**src/rtl/neuron_mac_pkg.sv**
```systemverilog
// Shared constants and FSM state type for the NAR-Net hidden-layer neuron.
package narnet_pkg;

    localparam int DATA_W    = 8;
    localparam int FRAC_BITS = 5;
    localparam int PROD_W    = 16;
    localparam int SAT_MAX   = 127;
    localparam int SAT_MIN   = -128;

    typedef enum logic [2:0] {
        IDLE,
        ACC,
        ADDR,
        LOOKUP,
        DONE
    } state_t;

endpackage

```
**src/rtl/neuron_mac_if.sv**
```systemverilog
// Handshake and data bundle between the neuron MAC, its feeder and the tanh LUT.
interface neuron_mac_if;
    import narnet_pkg::*;

    logic              start;
    logic [DATA_W-1:0] bias;
    logic [DATA_W-1:0] x_in;
    logic [DATA_W-1:0] w_in;
    logic              in_valid;
    logic              in_ready;
    logic [DATA_W-1:0] tanh_addr;
    logic [DATA_W-1:0] tanh_data;
    logic [DATA_W-1:0] y_out;
    logic              y_valid;
    logic              busy;

    modport master (
        output start, bias, x_in, w_in, in_valid, tanh_data,
        input  in_ready, tanh_addr, y_out, y_valid, busy
    );

    modport slave (
        input  start, bias, x_in, w_in, in_valid, tanh_data,
        output in_ready, tanh_addr, y_out, y_valid, busy
    );

endinterface

```
**src/rtl/neuron_mac_sat.sv**
```systemverilog
// Rescale the Q-format accumulator back to Q3.5 and clamp it into a signed 8-bit LUT address.
module neuron_sat
    import narnet_pkg::*;
#(
    parameter int ACC_W = 20
) (
    input  logic signed [ACC_W-1:0]  acc,
    output logic        [DATA_W-1:0] addr,
    output logic                     clamp
);

    logic signed [ACC_W-1:0] shifted;

    always_comb begin
        shifted = acc >>> FRAC_BITS;
        clamp   = 1'b0;
        addr    = shifted[DATA_W-1:0];
        if (shifted > ACC_W'(SAT_MAX)) begin
            addr  = DATA_W'(SAT_MAX);
            clamp = 1'b1;
        end else if (shifted < ACC_W'(SAT_MIN)) begin
            addr  = DATA_W'(SAT_MIN);
            clamp = 1'b1;
        end
    end

endmodule

```
**src/rtl/neuron_mac.sv**
```systemverilog
// Single-neuron MAC: bias + sum(x*w), rescale/saturate to a tanh LUT address, capture the LUT result.
// Optional NEURON_MAC_SAT_FLAG_EN adds a registered sat_flag output reporting clamping.
module neuron_mac
    import narnet_pkg::*;
#(
    parameter int N_INPUTS = 4,
    parameter int ACC_W    = 20
) (
    input  logic         clk,
    input  logic         rst,
    neuron_mac_if.slave  nif
`ifdef NEURON_MAC_SAT_FLAG_EN
    ,
    output logic         sat_flag
`endif
);

    state_t                  state;
    logic signed [ACC_W-1:0] acc;
    logic        [7:0]       cnt;
    logic signed [PROD_W-1:0] prod;
    logic        [DATA_W-1:0] sat_addr;
`ifdef NEURON_MAC_SAT_FLAG_EN
    logic                    clamp;
`else
    logic                    clamp_unused;
`endif

    assign prod = $signed(nif.x_in) * $signed(nif.w_in);

    neuron_sat #(.ACC_W(ACC_W)) u_sat (
        .acc   (acc),
        .addr  (sat_addr),
`ifdef NEURON_MAC_SAT_FLAG_EN
        .clamp (clamp)
`else
        .clamp (clamp_unused)
`endif
    );

    // Bias is Q3.5; shifting left by FRAC_BITS aligns it with the Q6.10 products.
    always_ff @(posedge clk or posedge rst) begin
        if (rst) begin
            state         <= IDLE;
            acc           <= '0;
            cnt           <= '0;
            nif.in_ready  <= 1'b0;
            nif.tanh_addr <= '0;
            nif.y_out     <= '0;
            nif.y_valid   <= 1'b0;
            nif.busy      <= 1'b0;
`ifdef NEURON_MAC_SAT_FLAG_EN
            sat_flag      <= 1'b0;
`endif
        end else begin
            case (state)
                IDLE: begin
                    if (nif.start) begin
                        acc          <= ACC_W'($signed(nif.bias)) <<< FRAC_BITS;
                        cnt          <= '0;
                        nif.in_ready <= 1'b1;
                        nif.busy     <= 1'b1;
                        state        <= ACC;
                    end
                end
                ACC: begin
                    if (nif.in_valid && nif.in_ready) begin
                        acc <= acc + ACC_W'(prod);
                        cnt <= cnt + 8'd1;
                        if (cnt == 8'(N_INPUTS - 1)) begin
                            nif.in_ready <= 1'b0;
                            state        <= ADDR;
                        end
                    end
                end
                ADDR: begin
                    nif.tanh_addr <= sat_addr;
`ifdef NEURON_MAC_SAT_FLAG_EN
                    sat_flag      <= clamp;
`endif
                    state         <= LOOKUP;
                end
                LOOKUP: begin
                    nif.y_out   <= nif.tanh_data;
                    nif.y_valid <= 1'b1;
                    state       <= DONE;
                end
                DONE: begin
                    nif.y_valid <= 1'b0;
                    nif.busy    <= 1'b0;
                    state       <= IDLE;
                end
                default: state <= IDLE;
            endcase
        end
    end

endmodule

```
**src/flat_wrapper.sv**
```systemverilog
// flat-port wrapper written by rule: the top's interface ports become plain ports
module neuron_mac_flat import narnet_pkg::*;
#(
    parameter int N_INPUTS = 4,
    parameter int ACC_W    = 20
)
  (clk, rst, nif_start, nif_bias, nif_x_in, nif_w_in, nif_in_valid, nif_tanh_data, nif_in_ready, nif_tanh_addr, nif_y_out, nif_y_valid, nif_busy);
  neuron_mac_if nif_i ();
  input  logic clk;
  input  logic rst;
  input wire logic [$bits(nif_i.start)-1:0] nif_start;
  input wire logic [$bits(nif_i.bias)-1:0] nif_bias;
  input wire logic [$bits(nif_i.x_in)-1:0] nif_x_in;
  input wire logic [$bits(nif_i.w_in)-1:0] nif_w_in;
  input wire logic [$bits(nif_i.in_valid)-1:0] nif_in_valid;
  input wire logic [$bits(nif_i.tanh_data)-1:0] nif_tanh_data;
  output wire logic [$bits(nif_i.in_ready)-1:0] nif_in_ready;
  output wire logic [$bits(nif_i.tanh_addr)-1:0] nif_tanh_addr;
  output wire logic [$bits(nif_i.y_out)-1:0] nif_y_out;
  output wire logic [$bits(nif_i.y_valid)-1:0] nif_y_valid;
  output wire logic [$bits(nif_i.busy)-1:0] nif_busy;
  assign nif_i.start = nif_start;
  assign nif_i.bias = nif_bias;
  assign nif_i.x_in = nif_x_in;
  assign nif_i.w_in = nif_w_in;
  assign nif_i.in_valid = nif_in_valid;
  assign nif_i.tanh_data = nif_tanh_data;
  assign nif_in_ready = nif_i.in_ready;
  assign nif_tanh_addr = nif_i.tanh_addr;
  assign nif_y_out = nif_i.y_out;
  assign nif_y_valid = nif_i.y_valid;
  assign nif_busy = nif_i.busy;
  neuron_mac #(.N_INPUTS(N_INPUTS), .ACC_W(ACC_W)) u_core (.clk(clk), .rst(rst), .nif(nif_i));
endmodule
```
**config.mk**
```make
export PLATFORM = sky130hd
export DESIGN_NAME = neuron_mac_flat
export DESIGN_NICKNAME = d
export VERILOG_FILES = /design/src/rtl/neuron_mac_pkg.sv /design/src/rtl/neuron_mac_if.sv /design/src/rtl/neuron_mac_sat.sv /design/src/rtl/neuron_mac.sv /design/src/flat_wrapper.sv
export SDC_FILE = /design/constraint.sdc
export NUM_CORES = 1
export LEC_CHECK = 0
export CORE_MARGIN = 2
export CORE_UTILIZATION = 35
export CTS_CLUSTER_DIAMETER = 40
export DETAILED_ROUTE_END_ITERATION = 16
export GPL_TIMING_DRIVEN = 0
export PLACE_DENSITY = 0.52
export SLEW_MARGIN = 40
export SYNTH_ARGS = -nofsm -noshare
export SYNTH_HDL_FRONTEND = slang
export SYNTH_SLANG_ARGS = --single-unit
export TNS_END_PERCENT = 30
```
**constraint.sdc**
```tcl
create_clock -name clk -period 5.6 [get_ports clk]
set_clock_uncertainty 0.1 [all_clocks]
set_input_delay 1.12 -clock clk [delete_from_list [all_inputs] [get_ports clk]]
set_output_delay 1.12 -clock clk [all_outputs]
set_load 0.05 [all_outputs]
```
==> metrics.md <==
| Metric | Value |
|---|---|
| Outcome | `completed` |
| Number of max-cap violations | `0` |
| PwrDens | `434 mW/mm^2` |
| Post-synth EDFFs | `0` |
| Skew-Pair Late Insertion Delay | `0.29 ns` |
| Vias | `4328` |
| Max Transition Viols Final | `0` |
| CP endpoint kind | `flip-flop` |
| Pleak | `3.31 nW` |
| # diodes | `0` |
| Share of synthesized area spent on multiplexers | `0.372%` |
| Synth cell types | `47` |
| CP cell instances | `buf_12 -> nand2b_4 -> fa_1 -> fa_1 -> inv_2 -> fa_1 -> fa_1 -> fa_1 -> ha_4 -> buf_6 -> o21ai_2 -> o21a_1 -> o21ai_2 -> a2111oi_4 -> o21ba_1 -> mux2i_1 -> nor3_2` |
| Top cells by area, synth | `fa_1, dfrtp_1, ha_1` |
| Post-Synth Simple-Gate Area | `15.7%` |
| Final worst path period need | `5.56 ns` |
| Most frequent cells after synthesis | `inv_1, fa_1, nand2_1` |
| Worst path buffer plus inverter count | `3` |
| Chip width | `132 um` |
| CTS Root Cell | `clkbuf_16` |
| GRT Resource Usage Total | `15.9%` |
| DIE AREA | `0.0174 mm^2` |
| Vias in the first global route | `4629` |
| Kind of critical path | `input port to flip-flop` |
| Max Fclk | `180 MHz` |
| Global route overflow | `0` |
| RSZ-0062 raised after global routing | `true` |
| Layout Utilization | `43.9%` |
| Placement-stage cell area | `0.00656 mm^2` |
| Nets | `852` |
| First drt pass iteration count | `5` |
| CTS tree | `built` |
| CP max-delay cell | `fa_1` |
| Synth Register Bits | `50` |
| Post-synth ARST share | `100%` |
| Final Hold Vio Count | `0` |
| Clock transition at path regs | `0.06 ns` |
| Setup Slack @ Placement | `-1.16 ns` |
| Largest stage delay, worst path | `0.57 ns` |
| GPL Wtd Cong | `0.824` |
| Largest family of logic cells by synthesized area | `adder cells` |
| Sequential area share after synthesis | `21.9%` |
| Startpoint types | `input port` |
| Share of the synthesized area in the top cell type | `30.8%` |
| Xor/xnor share of the synthesized area | `3.52%` |
| Hold WC Path Type | `flip-flop to flip-flop` |
| Design area | `0.00700 mm^2` |
| Adder-cell area share of the yosys netlist | `41.1%` |
| Worst rel slew slack | `60.5%` |
| Syn Nets | `776` |
| Fraction of layout cells with a size suffix above 1 | `13.1%` |
| Setup violations, final | `0` |
| Post-synthesis compound-gate area fraction | `10.1%` |
| Maximum fanout along the worst path | `6` |
| Post-CTS Hold Fix Bufs | `0` |
| # placed instances | `875` |
| Crit-path leading delay family | `adder cells` |
| Drt drc | `0` |
| Count leader, synth | `inv_1` |
| Die height | `132 um` |
| Worst-Margin Slew | `0.588 ns` |
| CORE AREA | `0.0159 mm^2` |
| Port bufs | `53` |
| Mapped Cells | `605` |
| DRT iter0 DRCs | `135` |
| H-tree levels | `2` |
| DRT Wirelength | `13000 um` |
| Hold Slack | `0.376 ns` |
| Max Root-Sink Buffers | `2` |
| CTS Sinks | `50` |
| Initial Utilization | `35.9%` |
| Antenna-violating nets left | `0` |
| Yosys top cell by area | `fa_1` |
| CP required | `5.67 ns` |
| Via density | `4.83` |
| Ports | `55` |
| Layout area overhead | `22.3%` |
| Worst path arrival time | `5.63 ns` |
| Worst setup margin | `0.0387 ns` |
| Initial antenna violation count | `0` |
| Row count | `46` |
| Setup TNS | `0 ns` |
| Main synth FF type | `dfrtp_1` |
| CP most frequent cell | `fa_1` |
| CTS Buf Count | `5` |
| Avg Cell Area, Syn | `9.46 um^2` |
| Fin crit share | `99.3%` |
| Global-route wire length before repair | `22800 um` |
| Post-DP HPWL | `10800 um` |
| VDD IR max | `0.247 mV` |
| Syn. warnings | `0` |
| Total power | `3.03 mW` |
| WL per Instance | `14.5 um` |
| Final non-filler cell total | `896` |
| Largest net degree at the start of global routing | `27` |
| Netlist Area Pre-Place | `0.00572 mm^2` |
## final timing paths
path                                               from  slack, ns                      end  cells after the start
worst max-delay path                        nif_x_in[0]       0.04           u_core.acc[18]                     17
min in group asynchronous                           rst       1.05            u_core.acc[4]                      2
worst min-delay path            u_core.nif.tanh_addr[0]       0.38  u_core.nif.tanh_addr[0]                      2
worst max register to register            u_core.acc[6]       0.73           u_core.acc[18]                     18
max in group asynchronous                           rst       3.90      u_core.nif.y_out[6]                      3
worst min register to register  u_core.nif.tanh_addr[0]       0.38  u_core.nif.tanh_addr[0]                      2
## worst register-to-register path: cells and delay by family, from the launching register on
family | cells | cell delay, ns
compound gates | 5 | 0.94
fa+ha+maj | 6 | 2.71
buf+inv | 5 | 0.36
flops | 1 | 0.34
mux | 1 | 0.23
simple gates | 1 | 0.07
## kinds of logic (layout without fill, tap and decap cells)
family                   count (synthesis)  in the layout
multiplexers                             2              2
XOR/XNOR                                23             23
flip-flops                              50             50
buffers and inverters                  110            185
adder cells (fa/ha/maj)                135            135
AO/OA/AOI/OAI                           97             97
AND/OR/NAND/NOR                        188            188
## per-layer routing
layer,track usage (%),up-vias,share of wire [%]
li1,-,2067,-
met3,2.31,14,2.2
met5,0,-,0
met2,28.9,55,52
met1,20.3,2192,44
met4,2.78,0,1.2
## state kept, by name (all words and copies together), names as in the netlist
name and cells:
u_core.nif.in_ready 1, u_core.nif.tanh_addr 8, u_core.cnt 8, u_core.nif.y_valid 1
u_core.nif.busy 1, u_core.state 3, u_core.nif.y_out 8, u_core.acc 20
## power breakdown
group	total [mW]	leakage, nW	switching, mW	internal, mW
Clock	0.301	0.0688	0.128	0.173
Sequential	0.361	0.620	0	0.361
Combinational	2.37	2.62	1.22	1.15
## layout make-up
cell class              count  area, um^2
fillers                  1567        8940
multi-input cells         445        4240
flip-flops and latches     50        1250
repair buffers             69         671
inverters                 100         387
well taps                 216         270
clock buffers               6         139
plain buffers              10        47.5
## placed cells by master (no fill, tap or decap), drive strengths merged, types with 9 or more instances in the layout
cell	count
inv	97
fa	88
nand2	75
dfrtp	50
ha	47
o21ai	42
clkdlybuf4s50	38
nor2	37
and2	33
buf	32
a21oi	28
xnor2	18
clkbuf	15
nor3	13
nand3	9
## what timing repair did
action	4_1_cts	5_1_grt
buffers inserted	9	6
pin swaps	20	23
setup endpoints to repair	13	5
gates resized for setup	99	37
No activity file was read; power rests on OpenSTA's default activity.
